--- src/rtl/fir_ctrl_pkg.sv ---
// Shared types and constants for the FIR demo run/display sequencer.
// Digit groups are indexed from the least significant end: group 0 holds digits 2..0.
package fir_ctrl_pkg;

    typedef enum logic [2:0] {
        ST_IDLE,
        ST_SAMPLE,
        ST_CONVERT,
        ST_SHOW_BLANK,
        ST_SHOW_HI,
        ST_SHOW_MID,
        ST_SHOW_LO
    } state_e;

    localparam int DIGIT_W    = 4;
    localparam int NUM_DIGITS = 9;
    localparam int SEG_DIGITS = 3;
    localparam int SNAP_W     = DIGIT_W * NUM_DIGITS;
    localparam int SEG_W      = DIGIT_W * SEG_DIGITS;

    localparam logic [DIGIT_W-1:0] BLANK_DIGIT = 4'hF;
    localparam logic [SEG_W-1:0]   BLANK_FRAME = {SEG_DIGITS{BLANK_DIGIT}};
    localparam logic [SNAP_W-1:0]  BLANK_SNAP  = {NUM_DIGITS{BLANK_DIGIT}};

    function automatic logic [SEG_W-1:0] digit_group(input logic [SNAP_W-1:0] snap,
                                                     input logic [1:0]        grp);
        logic [SEG_W-1:0] g;
        case (grp)
            2'd2:    g = snap[2*SEG_W +: SEG_W];
            2'd1:    g = snap[1*SEG_W +: SEG_W];
            default: g = snap[0 +: SEG_W];
        endcase
        return g;
    endfunction

endpackage

--- src/rtl/fir_run_controller_debounce.sv ---
// Pushbutton conditioner: 2-flop synchronizer, stability counter, and a one-cycle
// press pulse on each accepted high-to-low transition of the active-low button.
module btn_debounce #(
    parameter int DEBOUNCE_CYCLES = 500_000
) (
    input  logic clk,
    input  logic rst,
    input  logic btn_n,
    output logic press
);
    localparam int CNT_W = (DEBOUNCE_CYCLES < 2) ? 1 : $clog2(DEBOUNCE_CYCLES + 1);

    logic             sync1_q, sync2_q;
    logic             level_q, level_d;
    logic             press_q, press_d;
    logic [CNT_W-1:0] cnt_q, cnt_d;

    // The accepted level doubles as the release lockout: a second press pulse can only
    // follow once a high level has itself been accepted.
    always_comb begin
        level_d = level_q;
        press_d = 1'b0;
        cnt_d   = '0;
        if (sync2_q != level_q) begin
            if (cnt_q == CNT_W'(DEBOUNCE_CYCLES - 1)) begin
                level_d = sync2_q;
                press_d = ~sync2_q;
            end else begin
                cnt_d = cnt_q + CNT_W'(1);
            end
        end
    end

    always_ff @(posedge clk or posedge rst) begin
        if (rst) begin
            sync1_q <= 1'b1;
            sync2_q <= 1'b1;
            level_q <= 1'b1;
            press_q <= 1'b0;
            cnt_q   <= '0;
        end else begin
            sync1_q <= btn_n;
            sync2_q <= sync1_q;
            level_q <= level_d;
            press_q <= press_d;
            cnt_q   <= cnt_d;
        end
    end

    assign press = press_q;

endmodule

--- src/rtl/fir_run_controller.sv ---
// Run/display sequencer: toggles run on a debounced press, strobes one sample per
// four-tick display frame, handshakes with the BCD converter and schedules its digits.
module fir_run_controller
    import fir_ctrl_pkg::*;
#(
    parameter int TICK_DIV        = 25_000_000,
    parameter int DEBOUNCE_CYCLES = 500_000,
    parameter int BCD_TIMEOUT     = 64
) (
    input  logic              clk,
    input  logic              rst,
    input  logic              btn_n,
    output logic              sample_en,
    output logic              src_rst,
    output logic              bcd_start,
    input  logic              bcd_done,
    input  logic [SNAP_W-1:0] bcd_digits,
    output logic [SEG_W-1:0]  seg_bcd,
    output logic              running,
    output logic              err
);
    localparam int TICK_W = (TICK_DIV < 2) ? 1 : $clog2(TICK_DIV);
    localparam int WAIT_W = $clog2(BCD_TIMEOUT + 1);

    logic press;

    btn_debounce #(
        .DEBOUNCE_CYCLES(DEBOUNCE_CYCLES)
    ) u_debounce (
        .clk   (clk),
        .rst   (rst),
        .btn_n (btn_n),
        .press (press)
    );

    state_e              state_q, state_d;
    logic [SNAP_W-1:0]   snap_q, snap_d;
    logic [TICK_W-1:0]   tick_q, tick_d;
    logic [WAIT_W-1:0]   wait_q, wait_d;
    logic                err_q, err_d;
    logic                tick;
    logic [SEG_W-1:0]    seg_q, seg_d;
    logic                running_q, src_rst_q, sample_en_q, bcd_start_q;

    assign tick = (tick_q == TICK_W'(TICK_DIV - 1));

    always_comb begin
        state_d = state_q;
        snap_d  = snap_q;
        tick_d  = '0;
        wait_d  = wait_q;
        err_d   = err_q;
        case (state_q)
            ST_IDLE: begin
                if (press) begin
                    state_d = ST_SAMPLE;
                    err_d   = 1'b0;
                end
            end
            ST_SAMPLE: begin
                state_d = ST_CONVERT;
                wait_d  = '0;
            end
            ST_CONVERT: begin
                // wait_q==k means bcd_start has been visible for k cycles.
                wait_d = wait_q + WAIT_W'(1);
                if (bcd_done) begin
                    snap_d  = bcd_digits;
                    state_d = ST_SHOW_BLANK;
                end else if (wait_q == WAIT_W'(BCD_TIMEOUT)) begin
                    err_d   = 1'b1;
                    state_d = ST_SHOW_BLANK;
                end
            end
            default: begin
                tick_d = tick ? '0 : tick_q + TICK_W'(1);
                if (tick) begin
                    case (state_q)
                        ST_SHOW_BLANK: state_d = ST_SHOW_HI;
                        ST_SHOW_HI:    state_d = ST_SHOW_MID;
                        ST_SHOW_MID:   state_d = ST_SHOW_LO;
                        default:       state_d = ST_SAMPLE;
                    endcase
                end
            end
        endcase
        // A stop press overrides any completion or tick in the same cycle.
        if (press && state_q != ST_IDLE) begin
            state_d = ST_IDLE;
            snap_d  = snap_q;
            err_d   = err_q;
            tick_d  = '0;
        end
    end

    always_comb begin
        seg_d = BLANK_FRAME;
        case (state_d)
            ST_SHOW_HI:  seg_d = digit_group(snap_d, 2'd2);
            ST_SHOW_MID: seg_d = digit_group(snap_d, 2'd1);
            ST_SHOW_LO:  seg_d = digit_group(snap_d, 2'd0);
            default:     seg_d = BLANK_FRAME;
        endcase
    end

    always_ff @(posedge clk or posedge rst) begin
        if (rst) begin
            state_q     <= ST_IDLE;
            snap_q      <= BLANK_SNAP;
            tick_q      <= '0;
            wait_q      <= '0;
            err_q       <= 1'b0;
            seg_q       <= BLANK_FRAME;
            running_q   <= 1'b0;
            src_rst_q   <= 1'b1;
            sample_en_q <= 1'b0;
            bcd_start_q <= 1'b0;
        end else begin
            state_q     <= state_d;
            snap_q      <= snap_d;
            tick_q      <= tick_d;
            wait_q      <= wait_d;
            err_q       <= err_d;
            seg_q       <= seg_d;
            running_q   <= (state_d != ST_IDLE);
            src_rst_q   <= (state_d == ST_IDLE);
            sample_en_q <= (state_q == ST_SAMPLE) && !press;
            bcd_start_q <= (state_q == ST_CONVERT) && (wait_q == '0) && !press;
        end
    end

    assign sample_en = sample_en_q;
    assign src_rst   = src_rst_q;
    assign bcd_start = bcd_start_q;
    assign seg_bcd   = seg_q;
    assign running   = running_q;
    assign err       = err_q;

endmodule

--- config.mk ---
export PLATFORM = sky130hd
export DESIGN_NAME = fir_run_controller
export DESIGN_NICKNAME = d
export VERILOG_FILES = /design/src/rtl/fir_ctrl_pkg.sv /design/src/rtl/fir_run_controller_debounce.sv /design/src/rtl/fir_run_controller.sv
export SDC_FILE = /design/constraint.sdc
export NUM_CORES = 1
export LEC_CHECK = 0
export BUFFER_PORTS_ARGS = -buffer_cell sky130_fd_sc_hd__buf_2
export CAP_MARGIN = 20
export CORE_ASPECT_RATIO = 0.8
export CORE_MARGIN = 2
export CORE_UTILIZATION = 55
export CTS_BUF_LIST = sky130_fd_sc_hd__clkbuf_2 sky130_fd_sc_hd__clkbuf_4 sky130_fd_sc_hd__clkbuf_8
export DETAILED_ROUTE_END_ITERATION = 10
export PLACE_DENSITY_LB_ADDON = 0.3
export SLEW_MARGIN = 10
export SYNTH_ARGS = -nofsm -noshare
export SYNTH_HDL_FRONTEND = slang
export SYNTH_SLANG_ARGS = --single-unit
--- constraint.sdc ---
create_clock -name clk -period 4.2 [get_ports clk]
set_input_delay 0.63 -clock clk [delete_from_list [all_inputs] [get_ports clk]]
set_output_delay 0.63 -clock clk [all_outputs]
set_load 0.005 [all_outputs]
After elaboration in Yosys (flattened, before gate mapping)
Index checks and enable logic that the tools add are counted.
{"block": "totals", "output_inout_bits": 17, "inputBits": 40, "ff_bits": 111}
{"block": "op_classes", "mux": 23, "eq_ne": 15, "n_addsub": 3, "n_reduce_logical": 15, "n_bitwise": 2}
{"operator": "$mux 36", "n": 3}
{"operator": "$mux 25", "n": 3}
{"operator": "$mux 19", "n": 2}
{"operator": "$pmux 12 s3", "n": 1}
{"operator": "$add 25x1->25 const B", "n": 1}
{"operator": "$eq 25x25->1 const B", "n": 1}
{"operator": "$add 19x1->19 const B", "n": 1}
{"operator": "$eq 19x19->1 const B", "n": 1}
{"operator": "$pmux 3 s3", "n": 2}
{"operator": "$eq 3x3->1 const B", "n": 5}
{"operator": "$mux 3", "n": 5}
{"operator": "$pmux 7 s2", "n": 1}
{"operator": "$add 7x1->7 const B", "n": 1}
{"operator": "$eq 7x7->1 const B", "n": 1}
{"operator": "$logic_not 7->1", "n": 1}
{"operator": "$eq 3x2->1 const B", "n": 2}
{"operator": "$logic_not 3->1", "n": 2}
{"operator": "$reduce_bool 3->1", "n": 2}
{"operator": "$mux 1", "n": 5}
{"operator": "$reduce_and 5->1", "n": 1}
{"operator": "$logic_and 1x1->1", "n": 4}
{"operator": "$ne 2x2->1 const B", "n": 2}
{"operator": "$reduce_bool 2->1", "n": 2}
{"operator": "$eq 3x1->1 const B", "n": 1}
{"operator": "other kinds (7)", "n": 8}

Longest topological paths before layout
Gate-level depths: netlist of run 1.
{"block": "depth", "depth_word": 7, "ltp_mapped": 11, "ltp_nobuf": 7}

Cells and area by module
From an unflattened synthesis of run 1, not the netlist that was laid out.
{"block": "unflattened", "hier_cells": 542, "area_unflattened_um2": 5715.5}
{"mod": "fir_run_controller", "area_each_um2": 4558.1, "n_inst": 1, "cells_each": 434}
{"mod": "btn_debounce", "area_each_um2": 1157.4, "n_inst": 1, "cells_each": 108}

Worst setup path after synthesis of run 1
Ideal clock, no wire load.
{"block": "synth_timing", "path_kind": "register -> register", "startpoint": "reg state_q[2]", "endpoint": "reg seg_q[10] (netlist: seg_bcd[10])", "t_required_ps": 4110, "path_buffers": 4, "slack_ps": 1838, "stages_incl_launch_ff": 12, "t_arrival_ps": 2272, "period_less_slack_ps": 2362, "cell_sequence": "dfrtp_1 -> clkbuf_1 -> nor2_1 -> nand2_1 -> ha_1 -> clkbuf_1 -> nor3_1 -> buf_4 -> buf_6 -> mux2_2 -> o21ai_0 -> o211ai_1"}
{"item": "start, declared", "line_no": "fir_run_controller.sv:36", "rtl": "state_e state_q, state_d;"}
{"item": "start signal, assigned", "line_no": "fir_run_controller.sv:119", "rtl": "state_q <= state_d;"}
{"item": "$eq 3x2->1 or $reduce_bool 3->1 (tied branches)", "line_no": "fir_run_controller.sv:53, fir_run_controller.sv:88"}
{"item": "$mux 36 or $logic_and 1x1->1 (tied branches)", "line_no": "fir_run_controller.sv:53, fir_run_controller.sv:88"}
{"item": "$mux 36 *", "line_no": "fir_run_controller.sv:88", "rtl": "if (press && state_q != ST_IDLE) begin"}
{"item": "net snap_d[34]", "line_no": "fir_run_controller.sv:37", "rtl": "logic [SNAP_W-1:0] snap_q, snap_d;"}
{"item": "$pmux 12 s3 *", "line_no": "fir_run_controller.sv:98", "rtl": "case (state_d)"}
{"item": "net seg_d[10]", "line_no": "fir_run_controller.sv:42", "rtl": "logic [SEG_W-1:0] seg_q, seg_d;"}
{"item": "end signal, assigned", "line_no": "fir_run_controller.sv:124", "rtl": "seg_q <= seg_d;"}
{"item": "end, declared", "line_no": "fir_run_controller.sv:42"}
Mark *: on every way through the listed nets, which the timed path passes. The rest lies on a longest branch.
A chain may end at the register's enable or synchronous reset.

Worst setup path after layout of run 1
{"block": "layout_timing", "startpoint": "reg state_q[1]", "endpoint": "reg tick_q[12]"}
{"block": "layout_via", "elab_chain_cells": 4}
{"item": "$eq 3x1->1 (tied with other cells)", "line_no": "fir_run_controller.sv:53", "rtl": "case (state_q)"}
{"item": "$reduce_or 3->1 (no source line)"}
{"item": "$mux 25", "line_no": "fir_run_controller.sv:53"}
{"item": "$mux 25 *", "line_no": "fir_run_controller.sv:88"}
{"item": "net tick_d[12]", "line_no": "fir_run_controller.sv:38", "rtl": "logic [TICK_W-1:0] tick_q, tick_d;"}
{"item": "end signal, assigned", "line_no": "fir_run_controller.sv:121", "rtl": "tick_q <= tick_d;"}
{"item": "end, declared", "line_no": "fir_run_controller.sv:38"}
Marked as above.

==> impl_metrics.csv, run 1 <==
group,metric,value,unit
worst_setup_path,cp_data_arrival_time,3.52,ns
placement,number_of_i_o_port_buffers,56,
logic_synthesis,synthesis.area,5490,um^2
timing,hold_violations,0,
floorplanning,site_rows,32,
timing,finClkSkew,0.0103,ns
routing,drt-wirelength-per-cell,15.8,um
cells_and_area,drive_above_1_share,29.0,%
routing,vias,3985,
global_route,grt-busiest-layer,"met2",
global_route,grt_first_pass_wirelength,18.8,mm
clock_tree,root_buffer,"clkbuf_8",
timing,slew_headroom,36.6,%
logic_synthesis,yosys.area.top_type,"dfrtp_1",
timing,post_route_setup_tns,0,ns
clock_tree,clkSlewWorstSetupHoldPaths,0.10,ns
global_route,first_global_vias,3805,
logic_synthesis,number_of_nets_in_the_synthesized_netlist,561,
power,ir_drop,173,uV
floorplanning,dieWidth,116,um
power,total_leakage_power,0.00245,uW
timing,finalWorstSetupSlack,0.899,ns
placement,place.detailed.hpwl,7.79,mm
logic_synthesis,synth-seq-cells,111,
outcome,run_status,"finished, final reports clean",
clock_tree,ctsHtreeMaxLevel,3,
clock_tree,ctsResizeCount,0,
logic_synthesis,synthCells,516,
logic_synthesis,postSynthAreaPerCell,10.6,um^2
cells_and_area,layout.nets,608,
logic_synthesis,yosys.area_share.adder,1.14,%
logic_synthesis,synth_largest_type_area_fraction,26.9,%
global_route,grt_max_degree,84,
clock_tree,insertion_delay,0.38,ns
global_route,grt.met2_usage,33.2,%
routing,via_per_inst,5.66,
floorplanning,initial_utilization,56.7,%
worst_setup_path,crit_fanout,25,
routing,drc_violations_left,0,
logic_synthesis,synth_cell_types,57,
floorplanning,coreArea,9690,um^2
logic_synthesis,synth.most_common_cell,"nor2_1",
logic_synthesis,number_of_warnings_reported_in_the_yosys_synthesis_log,0,
logic_synthesis,ys_seq_area_share,51.8,%
placement,placed_area,5810,um^2
worst_setup_path,setup.worst_path.class,"reg -> reg",
floorplanning,chipHeight,93.4,um
cells_and_area,layout.area.seq,2840,um^2
floorplanning,boundaryPins,57,
logic_synthesis,synth_top_family_by_area,"simple AND/OR/NAND/NOR gates",
worst_setup_path,endpoint_kind,"flip-flop",
job,maxCapViolCount,0,
routing,drt_iter0_drc,234,
routing,wire_length_after_detailed_routing,11.1,mm
clock_tree,cts_max_path_buffers,2,
clock_tree,setup_bufs_post_cts,0,
cells_and_area,area_added_between_synthesis_and_finish,9.41,%
global_route,grt_antenna_before_repair,0,
timing,final_layout_worst_hold_slack,0.162,ns
worst_setup_path,worst-r2r-setup-slack,0.90,ns
timing,worstMarginPinSlew,0.948,ns
timing,timing_max_transition_violations_final,0,
timing,grt_setup_unrepaired,"no",
cells_and_area,antennaDiodeCount,0,
timing,setup_violations,0,
global_route,grt_use_total,22.1,%
logic_synthesis,synth_xor_area_share,6.54,%
timing,fin_crit_sh,78.6,%
power,p_per_area,284,nW/um^2
cells_and_area,final_design_area_no_fill,6010,um^2
routing,antenna_nets_post_route,0,
timing,post-route-min-period,3.30,ns
power,total_power,1700,uW
worst_setup_path,worst_r2r_path_depth,6,
placement,globalplace.congestion,0.864,
worst_setup_path,timing.critical_path.required,4.42,ns
logic_synthesis,synth_area_in_compound_gates,9.85,%
placement,place_worst_setup_slack,0.950,ns
floorplanning,dieArea,10800,um^2
logic_synthesis,yosys-mux-area-fraction,7.32,%
global_route,grt-ovfl-total,0,
cells_and_area,fillcell_total,808,
min_path,hold_path_class,"in -> async",
clock_tree,cts_made_buffers,9,
worst_setup_path,startpoint,"state_q[1]$_DFF_PP0_",
timing,fmax,303,MHz
logic_synthesis,ys_dominant_reg_cell,"dfrtp_1",
logic_synthesis,synth.area.top_cells,"dfrtp_1, dfstp_2, mux2_2",
logic_synthesis,proportion_of_synthesized_flip_flops_having_asynchronous_set_or_reset,100,%
worst_setup_path,reg2reg_from,"state_q[1]$_DFF_PP0_",
cells_and_area,multiInputGateArea,2390,um^2
logic_synthesis,synth_edf_count,0,
logic_synthesis,post_synth_and_or_nand_nor_area_fraction,18.7,%
global_route,groute.layer.met1.usage,32.2,%
clock_tree,numClockSinks,111,
routing,drt_pass1_iterations,5,
worst_setup_path,worstSetupStartpointType,"flip-flop",
clock_tree,clock_tree_from_tritoncts,"done",
logic_synthesis,synth_top_cells_by_count,"nor2_1, dfrtp_1, dfstp_2, xnor2_1",
clock_tree,cts_hold_buffers,0,
worst_setup_path,timing.rr.end,"tick_q[12]$_DFF_PP0_",
global_route,global_route.usage.met3,5.12,%
[power breakdown]
part           switching (uW)  internal [uW]
registers                3.01           1070
logic                    31.6           19.5
clock network             358            217
[how the worst max path moves through the flow]
| stage | end | slack, ns |
|---|---|---|
| final | tick_q[12]$_DFF_PP0_ | 0.90 |
| after global routing | tick_q[16]$_DFF_PP0_ | 0.51 |
| after CTS | tick_q[5]$_DFF_PP0_ | 0.93 |
| after detailed placement | tick_q[5]$_DFF_PP0_ | 0.95 |
| after global placement | tick_q[7]$_DFF_PP0_ | 1.11 |
| after floorplan | bcd_start$_DFF_PP0_ | 0.73 |
[state kept, by name (all words and copies together), names as in the netlist, 3 cells and up]
name / cells
snap_q: 36
tick_q: 25
u_debounce.cnt_q: 19
seg_bcd: 12
wait_q: 7
state_q: 3
[placed cells by master (no fill, tap or decap), types with 11 or more instances in the layout]
cell type | netlist | routed
a21oi_1 | 11 | 11
buf_2 | 4 | 56
dfrtp_1 | 59 | 59
dfstp_2 | 52 | 52
inv_1 | 24 | 23
mux2_2 | 25 | 25
mux2i_1 | 12 | 12
nand2_1 | 27 | 27
nand3_1 | 19 | 19
nand4_1 | 13 | 13
nor2_1 | 71 | 71
o211ai_1 | 12 | 12
o21ai_0 | 27 | 27
xnor2_1 | 29 | 29
xor2_1 | 12 | 12
[metrics by stage]
| stage | utilization (%) | instances |
|---|---|---|
| after global placement | 60.0 | 687 |
| after CTS | 61.7 | 703 |
| after detailed placement | 60.0 | 687 |
| after floorplan | - | 516 |
| final | 62.0 | 704 |
| after global routing | 62.0 | 704 |
[kinds of logic (layout without fill, tap and decap cells)]
group,after synthesis,count (layout)
AO/OA/AOI/OAI,79,79
AND/OR/NAND/NOR,193,193
adder cells (fa/ha/maj),5,5
buffers and inverters,50,102
XOR/XNOR,41,41
flip-flops,111,111
multiplexers,37,37
[layer usage]
| metal | vias to the layer above | routed length (um) |
|---|---|---|
| li1 | 1900 | - |
| met1 | 1963 | 5260 |
| met5 | - | 0 |
| met3 | 12 | 546 |
| met2 | 110 | 5220 |
| met4 | 0 | 103 |
[layout make-up]
cell class	count	area share, %
Sequential cell	111	47.3
Inverter	26	1.67
Clock buffer	9	2.06
Timing Repair Buffer	60	5.50
Tap cell	136	2.83
Clock inverter	7	0.771
Multi-Input combinational cell	355	39.8
[critical path, cell delays in order (launching register included)]
cell	delay, ns
dfrtp_1	0.68
clkinv_1	0.39
nand2_1	0.14
ha_1	0.57
clkinv_1	0.45
nand3_1	0.78
nor2_1	0.12
(Power assumes the default switching activity.)
==> run 2: changes to the inputs <==
--- a/config.mk
+++ b/config.mk
@@ -5,6 +5,7 @@
 export SDC_FILE = /design/constraint.sdc
 export NUM_CORES = 1
 export LEC_CHECK = 0
+export ABC_AREA = 1
 export BUFFER_PORTS_ARGS = -buffer_cell sky130_fd_sc_hd__buf_2
 export CAP_MARGIN = 20
 export CORE_ASPECT_RATIO = 0.8
==> constraint.sdc (replaced) <==
create_clock -name clk -period 3.15 [get_ports clk]
set_input_delay 0.4725 -clock clk [delete_from_list [all_inputs] [get_ports clk]]
set_output_delay 0.4725 -clock clk [all_outputs]
set_load 0.005 [all_outputs]
==> run 2 against run 1 <==
Against the previous run: clock power increased by 54%; largest cell class unchanged; first-iteration DRC count grew 33%; die area up 3.6%; fmax increased by 25%; non-clock buffer count did not move; critical path type unchanged; core utilization decreased by 0.48 points; clock-buffer cell count increased by 2; via count up 19%; register-to-register slack lost 0.38 ns; routed wire length grew 8.6%; sequential power is 33% higher; sequential share of layout area decreased by 1.8 points.
==> impl_metrics.csv, run 2 <==
group,metric,value,unit
timing,fmax,379,MHz
logic_synthesis,ys_dominant_reg_cell,"dfrtp_1",
global_route,grt_max_degree,49,
cells_and_area,layout.area.seq,2840,um^2
floorplanning,boundaryPins,57,
clock_tree,numClockSinks,111,
worst_setup_path,timing.rr.end,"seg_bcd[10]$_DFF_PP1_",
routing,wire_length_after_detailed_routing,12.1,mm
min_path,hold_path_end,"u_debounce.sync1_q$_DFF_PP1_",
worst_setup_path,stages_on_worst_setup_path,9,
floorplanning,dieWidth,118,um
routing,drt-wirelength-per-cell,13.5,um
logic_synthesis,postSynthAreaPerCell,8.13,um^2
cells_and_area,layout_top_registers,"snap_q x36, tick_q x25, u_debounce.cnt_q x19",
timing,post_route_setup_tns,0,ns
logic_synthesis,yosys-mux-area-fraction,0.637,%
cells_and_area,area_added_between_synthesis_and_finish,9.73,%
clock_tree,ctsHtreeMaxLevel,3,
logic_synthesis,synth.area.top_cells,"dfrtp_1, dfstp_2, nand2_1",
logic_synthesis,yosys.area.top_type,"dfrtp_1",
logic_synthesis,synth_area_in_compound_gates,6.50,%
timing,grt_setup_unrepaired,"no",
worst_setup_path,reg2reg_from,"state_q[0]$_DFF_PP0_",
worst_setup_path,cp_data_arrival_time,2.96,ns
logic_synthesis,synth-seq-cells,111,
placement,placed_area,6050,um^2
logic_synthesis,synth_edf_count,0,
timing,hold_violations,0,
clock_tree,setup_bufs_post_cts,0,
placement,placed_cells_incl_taps,881,
global_route,grt_use_total,22.7,%
worst_setup_path,worstPathCellList,"nor3_1 > inv_1 > ha_1 > inv_2 > nand2_2 > o21ai_0 > nor2_1 > nor2_1 > nand2_1",
placement,number_of_i_o_port_buffers,56,
cells_and_area,drive_above_1_share,21.4,%
clock_tree,root_buffer,"clkbuf_8",
power,ir_drop,295,uV
worst_setup_path,worstSetupStartpointType,"flip-flop",
routing,drt_pass1_iterations,5,
logic_synthesis,number_of_nets_in_the_synthesized_netlist,745,
job,maxCapViolCount,0,
min_path,worstHoldStart,"btn_n",
cells_and_area,final_util,61.5,%
cells_and_area,layout.cells.most_common,"nand2_1",
clock_tree,cts_hold_buffers,0,
cells_and_area,most-common-layout-cells,"nand2_1, nor2_1, inv_1",
floorplanning,dieArea,11200,um^2
worst_setup_path,cp_slowest_cell,"nand2_2",
logic_synthesis,post_synth_and_or_nand_nor_area_fraction,31.6,%
worst_setup_path,worst_r2r_path_depth,9,
worst_setup_path,worst-r2r-setup-slack,0.51,ns
cells_and_area,multiInputGateArea,2340,um^2
min_path,worstHoldPathCells,1,
clock_tree,ctsResizeCount,0,
worst_setup_path,critical_path.most_common_cell,"nor2_1",
worst_setup_path,worst_path_largest_cell_delay,0.48,ns
worst_setup_path,cp_top_family,"simple AND/OR/NAND/NOR gates",
cells_and_area,largest_register_ff_count,36,
worst_setup_path,crit_fanout,47,
floorplanning,chipHeight,95.0,um
global_route,grt-ovfl-total,0,
routing,via_per_inst,5.29,
global_route,grt_first_pass_wirelength,20.5,mm
min_path,hold_path_class,"in -> reg",
logic_synthesis,ys_seq_area_share,49.9,%
floorplanning,coreArea,10200,um^2
timing,fin_crit_sh,83.7,%
cells_and_area,fillcell_total,913,
logic_synthesis,synth_largest_type_area_fraction,25.9,%
timing,post-route-min-period,2.64,ns
routing,antenna_nets_post_route,0,
logic_synthesis,proportion_of_synthesized_flip_flops_having_asynchronous_set_or_reset,100,%
timing,finalWorstSetupSlack,0.515,ns
worst_setup_path,endpoint_kind,"flip-flop",
clock_tree,cts_made_buffers,9,
timing,worstMarginPinSlew,0.851,ns
clock_tree,cts_max_path_buffers,2,
logic_synthesis,synth_top_cells_by_count,"nand2_1, nor2_1, inv_1, dfrtp_1, dfstp_2",
placement,globalplace.congestion,0.860,
cells_and_area,antennaDiodeCount,0,
timing,setup_violations,0,
logic_synthesis,synthesis.area,5690,um^2
logic_synthesis,synth.most_common_cell,"nand2_1",
placement,place.detailed.hpwl,8.73,mm
power,total_leakage_power,0.00281,uW
timing,slew_headroom,43.1,%
logic_synthesis,synth_xor_area_share,1.23,%
power,p_per_area,383,nW/um^2
floorplanning,site_rows,33,
cells_and_area,top_register,"snap_q",
cells_and_area,layout.nets,797,
clock_tree,clock_tree_from_tritoncts,"done",
worst_setup_path,cp.buffers_inverters,2,
logic_synthesis,yosys.area_share.adder,1.10,%
worst_setup_path,timing.critical_path.required,3.47,ns
clock_tree,insertion_delay,0.38,ns
worst_setup_path,setup.worst_path.class,"reg -> reg",
outcome,run_status,"finished, final reports clean",
cells_and_area,fin_cells,897,
logic_synthesis,synth_top_family_by_area,"simple AND/OR/NAND/NOR gates",
routing,drc_violations_left,0,
timing,timing_max_transition_violations_final,0,
cells_and_area,final_design_area_no_fill,6250,um^2
routing,drt_iter0_drc,311,
logic_synthesis,synthCells,700,
global_route,grt_antenna_before_repair,0,
floorplanning,initial_utilization,56.1,%
global_route,first_global_vias,4500,
placement,place_worst_setup_slack,0.582,ns
routing,vias,4748,
logic_synthesis,synth_cell_types,42,
logic_synthesis,number_of_warnings_reported_in_the_yosys_synthesis_log,0,
timing,finClkSkew,0.0205,ns
clock_tree,clkSlewWorstSetupHoldPaths,0.11,ns
run 2: logic make-up (layout without fill, tap and decap cells):
family                     after synthesis  in the layout
AOI/OAI and AO/OA                       67             67
xor gates and xnor gates                 8              8
adders and majority gates                5              5
buffers and inverters                  114            171
DFF                                    111            111
muxes                                    3              3
and+or+nand+nor                        392            392
run 2: where the power goes:
group | switching, uW | total, uW | internal [uW]
Clock | 492 | 888 | 396
Combinational | 43.9 | 69.1 | 25.2
Sequential | 3.29 | 1440 | 1430
run 2: layout make-up:
class                           instances  share of cell area, %
Clock inverter                          5                   1.02
Timing Repair Buffer                   60                   5.17
Clock buffer                           11                   2.22
Inverter                               95                   5.91
Tap cell                              140                   2.80
Multi-Input combinational cell        475                   37.4
Sequential cell                       111                   45.5
run 2: routing by layer:
metal  track usage (%)  part of all wire [%]
met5                 0                     0
met4              6.53                   1.2
met3              5.02                   4.0
met2              37.9                    47
met1              30.3                    47
run 2: worst max path at each step:
stage                    startpoint                     to  slack, ns
2_1_floorplan  state_q[0]$_DFF_PP0_   seg_bcd[5]$_DFF_PP1_       1.17
3_3_place_gp   state_q[0]$_DFF_PP0_   seg_bcd[2]$_DFF_PP1_       0.66
3_5_place_dp   state_q[0]$_DFF_PP0_  seg_bcd[10]$_DFF_PP1_       0.58
4_1_cts        state_q[0]$_DFF_PP0_  seg_bcd[10]$_DFF_PP1_       0.55
5_1_grt        state_q[0]$_DFF_PP0_   seg_bcd[4]$_DFF_PP1_       0.31
6_report       state_q[0]$_DFF_PP0_  seg_bcd[10]$_DFF_PP1_       0.51
run 2: stage by stage:
step | power [uW] | hold WS, ns
after floorplan | 1490 | 0.345
after global placement | 1530 | 0.347
final | 2390 | 0.176
after detailed placement | 1530 | 0.347
after global routing | 2480 | 0.159
after CTS | 2420 | 0.160
run 2: worst reg2reg max path: stages (launching register included):
cell and delay, ns:
dfrtp_1 0.45, nor3_1 0.40, inv_1 0.09, ha_1 0.31, inv_2 0.10, nand2_2 0.48, o21ai_0 0.49, nor2_1 0.08
nor2_1 0.09, nand2_1 0.08
==> run 3: changes to the inputs <==
==> constraint.sdc (replaced) <==
create_clock -name clk -period 2.51 [get_ports clk]
set_input_delay 0.3765 -clock clk [delete_from_list [all_inputs] [get_ports clk]]
set_output_delay 0.3765 -clock clk [all_outputs]
set_load 0.005 [all_outputs]
==> run 3 against run 2 <==
Against the previous run: register-to-register slack got worse by 0.30 ns; core utilization rose by 0.11 points; routed wire length rose by 0.16%; power rose by 20%; clock-buffer cell count fell by 1; clock power rose by 9.7%; design area rose by 0.18%; sequential share of layout area fell by 0.082 points; critical path type unchanged; via count rose by 1.2%; combinational power rose by 23%; setup slack got worse by 0.30 ns; critical endpoint is now seg_bcd[0]$_DFF_PP1_.
==> impl_metrics.csv, run 3 (synthesis results as in run 2) <==
group,metric,value,unit
power,share_clk_of_total_power,34.0,%
timing,timing_max_transition_violations_final,0,
cells_and_area,fin_cells,901,
clock_tree,clock_tree_from_tritoncts,"done",
cells_and_area,layout.area.seq,2840,um^2
min_path,hold_path_class,"in -> reg",
routing,drt_iter0_drc,387,
floorplanning,site_rows,33,
power,net_sw_power,651,uW
power,total_leakage_power,0.00281,uW
worst_setup_path,reg2reg_from,"state_q[2]$_DFF_PP0_",
timing,setup_violations,0,
cells_and_area,drive_above_1_share,21.7,%
worst_setup_path,worstPathCellList,"nor3_1 > inv_1 > ha_1 > inv_2 > nand2_2 > buf_4 > nand2_1 > nand2_1 > nand4_1 > nand2_1 > inv_1 > nand2_1",
cells_and_area,antennaDiodeCount,0,
routing,drc_violations_left,0,
routing,via_per_inst,5.33,
placement,number_of_i_o_port_buffers,56,
worst_setup_path,cp.buffers_inverters,4,
clock_tree,cts_max_path_buffers,2,
worst_setup_path,worst_r2r_path_depth,12,
worst_setup_path,worst-r2r-setup-slack,0.21,ns
worst_setup_path,worstSetupStartpointType,"flip-flop",
worst_setup_path,worstSetupEndpoint,"seg_bcd[0]$_DFF_PP1_",
global_route,first_global_vias,4599,
clock_tree,clkSlewWorstSetupHoldPaths,0.10,ns
job,maxCapViolCount,0,
power,p_per_area,457,nW/um^2
worst_setup_path,critical_path.most_common_cell,"nand2_1",
routing,drt-wirelength-per-cell,13.4,um
worst_setup_path,cp_top_family,"simple AND/OR/NAND/NOR gates",
power,power.internal,2210,uW
routing,wire_length_after_detailed_routing,12.1,mm
cells_and_area,layout_top_registers,"snap_q x36, tick_q x25, u_debounce.cnt_q x19",
worst_setup_path,startpoint,"state_q[2]$_DFF_PP0_",
floorplanning,initial_utilization,56.1,%
global_route,grt_max_degree,112,
global_route,grt_use_total,22.8,%
cells_and_area,area_added_between_synthesis_and_finish,9.93,%
worst_setup_path,worst_path_largest_cell_delay,0.51,ns
worst_setup_path,crit_fanout,20,
routing,drt_pass1_iterations,5,
floorplanning,dieWidth,118,um
floorplanning,coreArea,10200,um^2
cells_and_area,layout.nets,801,
timing,hold_violations,0,
power,combPwrFrac,3.0,%
placement,globalplace.congestion,0.863,
placement,place.detailed.hpwl,8.69,mm
worst_setup_path,timing.critical_path.required,2.82,ns
worst_setup_path,endpoint_kind,"flip-flop",
worst_setup_path,cp_data_arrival_time,2.61,ns
global_route,grt-ovfl-total,0,
routing,vias,4805,
floorplanning,chipHeight,95.0,um
timing,grt_setup_unrepaired,"no",
cells_and_area,largest_register_ff_count,36,
worst_setup_path,stages_on_worst_setup_path,12,
floorplanning,boundaryPins,57,
cells_and_area,fillcell_total,904,
timing,post-route-min-period,2.30,ns
worst_setup_path,cp_slowest_cell,"dfrtp_1",
clock_tree,numClockSinks,111,
routing,antenna_nets_post_route,0,
global_route,grt_first_pass_wirelength,20.8,mm
timing,post_route_setup_tns,0,ns
placement,placed_cells_incl_taps,885,
power,switching_share_of_power,22.8,%
clock_tree,cts_made_buffers,9,
global_route,grt_antenna_before_repair,0,
worst_setup_path,timing.rr.end,"seg_bcd[0]$_DFF_PP1_",
timing,finClkSkew,0.0109,ns
power,ir_drop,322,uV
timing,fin_crit_sh,91.6,%
clock_tree,root_buffer,"clkbuf_8",
clock_tree,cts_hold_buffers,0,
cells_and_area,top_register,"snap_q",
cells_and_area,multiInputGateArea,2350,um^2
worst_setup_path,setup.worst_path.class,"reg -> reg",
cells_and_area,layout.cells.most_common,"nand2_1",
timing,fmax,435,MHz
cells_and_area,most-common-layout-cells,"nand2_1, nor2_1, inv_1",
placement,placed_area,6080,um^2
clock_tree,ctsHtreeMaxLevel,3,
floorplanning,dieArea,11200,um^2
timing,slew_headroom,60.2,%
cells_and_area,final_design_area_no_fill,6260,um^2
timing,worstMarginPinSlew,0.597,ns
clock_tree,insertion_delay,0.37,ns
outcome,run_status,"finished, final reports clean",
power,power_share_of_the_sequential_group,63.0,%
[run 3: cell count changes in the layout (fill, tap and decap cells not counted)]
cell        change
nor2_4          +1
nand2_4         +1
buf_4           +4
clkinv_2        +1
clkinv_1        +1
clkbuf_8        +1
inv_6           -2
bufinv_16       -1
nand2_2         -1
inv_8           -1
nor2_2          -1
clkinvlp_4      +3
clkbuf_4        -2
[run 3: power by group through the flow]
stage / combinational, uW / clock (uW) / sequential, uW
4_1_cts: 88.3 / 996 / 1800
3_3_place_gp: 85.8 / 0 / 1830
3_5_place_dp: 87.7 / 0 / 1830
5_1_grt: 98.2 / 1080 / 1800
6_report: 84.8 / 974 / 1800
2_1_floorplan: 37.3 / 0 / 1830
[run 3: worst min path at each step]
stage,start,depth (start not counted),slack (ns),endpoint
4_1_cts,btn_n,1,0.08,u_debounce.sync1_q$_DFF_PP1_
3_5_place_dp,u_debounce.sync1_q$_DFF_PP1_,0,0.35,u_debounce.sync2_q$_DFF_PP1_
2_1_floorplan,u_debounce.sync1_q$_DFF_PP1_,0,0.35,u_debounce.sync2_q$_DFF_PP1_
5_1_grt,btn_n,1,0.07,u_debounce.sync1_q$_DFF_PP1_
3_3_place_gp,u_debounce.sync1_q$_DFF_PP1_,0,0.35,u_debounce.sync2_q$_DFF_PP1_
6_report,btn_n,1,0.09,u_debounce.sync1_q$_DFF_PP1_
[run 3: metal layers]
layer	up-vias	GRT usage (%)	wire length, um
met3	11	4.84	558
met1	2302	30.2	5550
met5	-	0	0
met2	123	38.6	5880
met4	0	6.53	122
li1	2369	-	-
[run 3: worst register-to-register path, delay by kind of cell, from the launching register on]
| family | cells | cell delay [ns] |
|---|---|---|
| AND/OR/NAND/NOR | 7 | 0.88 |
| flip-flops | 1 | 0.51 |
| adder cells (fa/ha/maj) | 1 | 0.37 |
| buffers and inverters | 4 | 0.49 |
[run 3: what timing repair did]
item,4_1_cts,5_1_grt
endpoints found under the setup margin,0,11
resized for setup,0,2
setup buffers,0,0
[run 3: area by class of cell]
| cell class | instances | area share [%] |
|---|---|---|
| inverters | 95 | 5.90 |
| clock inverters | 6 | 0.580 |
| flip-flops and latches | 111 | 45.4 |
| repair buffers | 64 | 5.64 |
| well taps | 140 | 2.80 |
| multi-input cells | 475 | 37.5 |
| clock buffers | 10 | 2.20 |
[run 3: per-stage QoR]
stage / setup slack (ns) / hold slack (ns) / utilization, % / power, uW
after floorplan: 0.526 / 0.345 / - / 1870
after global placement: 0.146 / 0.345 / 59.8 / 1920
after detailed placement: 0.161 / 0.347 / 59.8 / 1920
after CTS: 0.104 / 0.0765 / 61.5 / 2890
after global routing: 0.0287 / 0.0706 / 61.6 / 2980
final: 0.210 / 0.0928 / 61.6 / 2860
